`src/rtl/input_debouncer.sv`:
```
// Debounces a raw level input: two-flop synchronizer, then a four-state
// qualification FSM that requires STABLE_CYCLES consecutive samples of a new
// level before the registered output Y follows. rise/fall are one-cycle
// registered pulses aligned with the Y transition.
module input_debouncer #(
  parameter int unsigned STABLE_CYCLES = 4,
  parameter int unsigned CNT_W         = 4
) (
  input  logic       clk,
  input  logic       reset,
  input  logic       I,
  output logic       Y,
  output logic       rise,
  output logic       fall,
  output logic [1:0] present_state
);

  typedef enum logic [1:0] {
    IDLE_LOW  = 2'b00,
    WAIT_HIGH = 2'b01,
    IDLE_HIGH = 2'b10,
    WAIT_LOW  = 2'b11
  } state_t;

  localparam logic [CNT_W-1:0] STABLE_N = CNT_W'(STABLE_CYCLES);
  localparam bit               SINGLE   = (STABLE_CYCLES == 1);

  logic             r_s1;
  logic             r_s2;
  state_t           r_state;
  state_t           w_next_state;
  logic [CNT_W-1:0] r_cnt;
  logic [CNT_W-1:0] w_next_cnt;
  logic [CNT_W-1:0] w_cnt_inc;
  logic             w_done;
  logic             r_y;
  logic             r_rise;
  logic             r_fall;
  logic             w_rise_next;
  logic             w_fall_next;

  // Next-state and counter logic; the FSM only ever looks at the synchronized r_s2.
  always_comb begin
    w_next_state = r_state;
    w_next_cnt   = '0;
    w_cnt_inc    = r_cnt + CNT_W'(1);
    w_done       = (w_cnt_inc == STABLE_N);
    case (r_state)
      IDLE_LOW: begin
        if (r_s2) begin
          if (SINGLE) begin
            w_next_state = IDLE_HIGH;
          end else begin
            w_next_state = WAIT_HIGH;
            w_next_cnt   = CNT_W'(1);
          end
        end
      end
      WAIT_HIGH: begin
        if (!r_s2) begin
          w_next_state = IDLE_LOW;
        end else if (w_done) begin
          w_next_state = IDLE_HIGH;
        end else begin
          w_next_cnt = w_cnt_inc;
        end
      end
      IDLE_HIGH: begin
        if (!r_s2) begin
          if (SINGLE) begin
            w_next_state = IDLE_LOW;
          end else begin
            w_next_state = WAIT_LOW;
            w_next_cnt   = CNT_W'(1);
          end
        end
      end
      WAIT_LOW: begin
        if (r_s2) begin
          w_next_state = IDLE_HIGH;
        end else if (w_done) begin
          w_next_state = IDLE_LOW;
        end else begin
          w_next_cnt = w_cnt_inc;
        end
      end
      default: begin
        w_next_state = IDLE_LOW;
      end
    endcase
  end

  // Edge pulses fire only when an IDLE state of the opposite level is actually entered.
  always_comb begin
    w_rise_next = 1'b0;
    w_fall_next = 1'b0;
    if ((w_next_state == IDLE_HIGH) &&
        ((r_state == IDLE_LOW) || (r_state == WAIT_HIGH))) begin
      w_rise_next = 1'b1;
    end
    if ((w_next_state == IDLE_LOW) &&
        ((r_state == IDLE_HIGH) || (r_state == WAIT_LOW))) begin
      w_fall_next = 1'b1;
    end
  end

  // Synchronizer, FSM state, counter and registered outputs; reset wins over everything.
  always_ff @(posedge clk) begin
    if (reset) begin
      r_s1    <= 1'b0;
      r_s2    <= 1'b0;
      r_state <= IDLE_LOW;
      r_cnt   <= '0;
      r_y     <= 1'b0;
      r_rise  <= 1'b0;
      r_fall  <= 1'b0;
    end else begin
      r_s1    <= I;
      r_s2    <= r_s1;
      r_state <= w_next_state;
      r_cnt   <= w_next_cnt;
      r_y     <= w_next_state[1];
      r_rise  <= w_rise_next;
      r_fall  <= w_fall_next;
    end
  end

  assign Y             = r_y;
  assign rise          = r_rise;
  assign fall          = r_fall;
  assign present_state = r_state;

endmodule

```
`config.mk`:
```
export PLATFORM = sky130hd
export DESIGN_NAME = input_debouncer
export DESIGN_NICKNAME = d
export VERILOG_FILES = /design/src/rtl/input_debouncer.sv
export SDC_FILE = /design/constraint.sdc
export NUM_CORES = 1
export LEC_CHECK = 0
export BUFFER_PORTS_ARGS = -buffer_cell sky130_fd_sc_hd__buf_2
export CORE_AREA = 4 4 41 43
export DETAILED_ROUTE_END_ITERATION = 10
export DIE_AREA = 0 0 45 47
export PLACE_DENSITY = 0.49
export REMOVE_ABC_BUFFERS = 1
export SETUP_SLACK_MARGIN = 0.15
export SLEW_MARGIN = 10
export SYNTH_ARGS = -nofsm -noshare
export SYNTH_HDL_FRONTEND = slang
export SYNTH_SLANG_ARGS = --single-unit
export TNS_END_PERCENT = 100
```
`constraint.sdc`:
```
create_clock -name clk -period 1.4 [get_ports clk]
set_input_delay 0.28 -clock clk [delete_from_list [all_inputs] [get_ports clk]]
set_output_delay 0.28 -clock clk [all_outputs]
set_load 0.02 [all_outputs]
```
Word-level counts from Yosys, hierarchy flattened. Cells that the tools add are included.

Word-level logic and storage cells: 34. Input bits: 3. Output and inout port bits: 5. Register bits after elaboration: 11.

Multiplexer cells: 15. Reductions and logical operators: 6. $add $sub $neg: 1. Eq/ne operators: 5.

Operators by type and width (count): case mux 4 bit (4 select lines) (1); 2-to-1 mux 2 bit (6); 2-to-1 mux 4 bit (3); case mux 2 bit (4 select lines) (1); == test 2 bit, second input constant (3); adder 4 x 1 -> 4 bit, second input constant (1); == test 4 x 3 -> 1 bit, second input constant (1); zero test 2 bit (2); 2-to-1 mux 1 bit (4); == test 2 x 1 -> 1 bit, second input constant (1); logical AND 1 bit (2); logical OR 1 bit (2).

Logic depth before layout (Yosys ltp).
Word-level depth: 8. Mapped depth: 5. Depth with buffers taken out: 5.

Worst setup path before layout. No wires, ideal clock.

Kind: reg-to-reg. Start point: register r_cnt[0]. End point: register r_cnt[2]. Clock period less this slack: 1.406 ns. Slack: -0.006 ns. Arrival: 1.333 ns. Required time: 1.327 ns. Cell stages (with the launch flop): 6. Buffers on the path: 0. Setup time: 0.073 ns. Path through: dfxtp_1 ha_1 and2b_1 a32oi_2 nand2b_4 nor3b_2.

Longest elaborated chain between the ends: 5. Elaborated cells between the ends (all ways): 6. Those cells by class: add/sub (1); eq/ne (1); mux (4).

Ends and longest elaborated chain: start, declared (RTL line 32) `logic [CNT_W-1:0] r_cnt;`; start signal, assigned (RTL line 121) `r_cnt <= w_next_cnt;`; adder 4 x 1 -> 4 bit (*) (RTL line 46) `w_cnt_inc = r_cnt + CNT_W'(1);`; == test 4 x 3 -> 1 bit (RTL line 47) `w_done = (w_cnt_inc == STABLE_N);`; 2-to-1 mux 4 bit (*) (RTL line 62, 81); 2-to-1 mux 4 bit, on equally long branches (RTL line 79, 60); case mux 4 bit (4 select lines) (*) (RTL line 48) `case (r_state)`.

Every way passes the cells marked *; elsewhere a longest branch is shown, timed or not. A chain may end at the register's enable or synchronous reset.

Worst setup path after layout. Ends and elaborated chain as after synthesis.

==> qor.csv <==
stage;metric;value;unit
run_status;outcome;complete, no violations;
timing;period_share;96.2;%
floorplan;io_pins;8;
yosys;synth_area_per_cell;10.4;µm²
drt;wl_per_cell;11.0;µm
critical_path;crit_fanout;4;
drt;routed_wl;761;µm
critical_path;path_delay_family;simple AND/OR/NAND/NOR gates;
layout;area_delta_synth_final;32.2;%
global_routing;grtUsageTotal;9.98;%
power_and_ir_drop;power_leakage;0.233;nW
run;max_cap_viol_count;0;
yosys;synthDistinctLibCells;22;
clock_tree;cts_buffers;3;
clock_tree;htreeDepth;1;
yosys;syn-instance-count;42;
clock_tree;clockRootBuffer;clkbuf_4;
timing;min_period;1.35;ns
power_and_ir_drop;power;0.510;mW
placement;post_dp_cell_area;504;µm²
clock_tree;tritoncts;yes;
global_routing;grt_pass1_vias;313;
critical_path;crit_type;reg -> reg;
critical_path;crit_slowest_cell;dfxtp_2;
clock_tree;clk_pin_slew;0.06;ns
drt;vias;329;
critical_path;arrival;1.55;ns
yosys;ys_ff_latch;10;
layout;layout-drive-gt1-share;42.6;%
placement;gp_congestion;0.716;
drt;drt_iter0_markers;5;
floorplan;die_h;47;µm
floorplan;core;0.00130;mm²
floorplan;dieArea;0.00212;mm²
timing;max_freq;742;MHz
clock_tree;clkLatencyLatePin;0.27;ns
layout;layout.nets;61;
critical_path;worstPathCellList;ha_4 -> and2b_1 -> a32oi_2 -> nand2b_4 -> nor3b_2;
drt;vias_per_cell;4.77;
timing;rsz0062_at_grt;yes;
timing;slew_viol_final;0;
floorplan;die_x;45;µm
drt;drtPass1Iterations;4;
global_routing;grt_overflow_total;0;
placement;place_ws;-0.0437;ns
global_routing;grt_max_degree;7;
yosys;synth.area.top_cells;dfxtp_1, ha_1, nand2b_1, nor2_1, nor2b_1;
timing;setup_violations;0;
layout;num_antenna_cells;0;
clock_tree;postCtsHoldBufs;0;
yosys;yosys.area.top_type;dfxtp_1;
clock_tree;cts_buffer_depth;2;
drt;drcViolationCount;0;
clock_tree;cts_sinks;10;
worst_hold_path;hp-class;in -> reg;
yosys;synthesis.area;435;µm²
layout;final_util;44.2;%
timing;fin_worst_skew;0.00194;ns
critical_path;worstPathRequired;1.60;ns
yosys;yosys_warnings;0;
drt;ant_nets;0;
timing;max_slew_margin;79.4;%
critical_path;cp_num_buf_inv;0;
layout;stdcell_area;576;µm²
placement;dpl.hpwl;602;µm
timing;tightest_slew;0.304;ns
critical_path;slowest_delay;0.36;ns
critical_path;worstSetupEndpointType;register;
floorplan;initial_utilization;33.5;%
global_routing;grt_pass1_wl;1370;µm
power_and_ir_drop;power_density;886;mW/mm²
floorplan;rows;13;
yosys;yosysTopAreaCellShare;46.0;%
global_routing;grt_antenna_before_repair;0;
power_and_ir_drop;vdd_drop_max;0.405;mV
critical_path;start_kind;register;
timing;setup_ws;0.0528;ns
timing;hold_viol_final;0;
placement;portBuffers;7;
yosys;ys_seq_area_share;46.0;%
==> cell type report <==
| cell class | count | area [µm²] |
|---|---|---|
| clock buffer | 3 | 22.5 |
| fill | 138 | 726 |
| inverter | 2 | 7.51 |
| multi-input combinational | 29 | 259 |
| sequential | 10 | 203 |
| tap | 15 | 18.8 |
| timing repair buffer | 10 | 65.1 |
==> repair_timing <==
item | CTS | global route
gates resized for setup | 7 | 3
pin swaps | 5 | 2
endpoints found under the setup margin | 5 | 6
buffers inserted | 0 | 0
==> flip-flops by register name, summed over array words and instances (netlist names) <==
| register | flops |
|---|---|
| rise | 1 |
| r_s2 | 1 |
| r_s1 | 1 |
| fall | 1 |
| present_state | 2 |
| r_cnt | 4 |
==> per-stage QoR <==
step	cells	hold WS, ns	setup TNS (ns)
floorplan	41	0.352	-0.00582
global placement	66	0.423	0
detailed placement	66	0.424	-0.0437
CTS	69	0.212	0
global route	69	0.227	0
finish	69	0.216	0
==> cell usage in the layout, fill, tap and decap left out, types with 2 or more instances in the layout <==
master,Yosys,routed
buf_2,0,7
nand2b_1,3,3
nor2_1,5,5
inv_1,2,2
buf_6,0,2
clkbuf_4,0,3
xor2_1,2,2
nor2b_1,3,3
dfxtp_1,10,8
dfxtp_2,0,2
==> routing by layer <==
metal | wire length, µm | up-vias | GRT usage (%)
li1 | - | 167 | -
met1 | 331 | 150 | 10.5
met2 | 354 | 9 | 15.0
met3 | 49 | 3 | 4.60
met4 | 25 | 0 | 8.77
met5 | 0 | - | 0
==> Yosys cell counts <==
cell type	number
a211oi_1	1
a21bo_2	1
a32oi_2	1
and2b_1	1
buf_4	1
dfxtp_1	10
ha_1	2
inv_1	2
nand2_1	1
nand2b_1	3
nand2b_4	1
nand3_1	1
nand3b_1	1
nor2_1	5
nor2b_1	3
nor3b_2	1
nor4_1	1
nor4b_1	1
o21ai_0	1
o41ai_1	1
xnor2_1	1
xor2_1	2
==> cells by family after synthesis <==
logic type	count (synthesis)	synth area share (%)
fa+ha+maj	2	5.75
xor+xnor	3	6.04
compound gates	5	10.9
buf+inv	3	3.45
flops	10	46.0
simple gates	19	27.9
==> power breakdown <==
part / internal, mW / total [mW] / switching [mW] / leakage, nW
sequential: 0.289 / 0.292 / 0.00372 / 0.0821
clock: 0.0996 / 0.201 / 0.101 / 0.0138
combinational: 0.00829 / 0.0167 / 0.00839 / 0.137
==> final timing paths <==
check	start	end	slack, ns	cells after the start
setup / recovery	r_cnt[0]	r_cnt[2]	0.05	5
hold / removal	I	r_s1	0.22	2
setup reg to reg	r_cnt[0]	r_cnt[2]	0.05	5
hold reg to reg	r_s1	r_s2	0.43	1
Note: power is estimated with default switching activity, not from simulation.
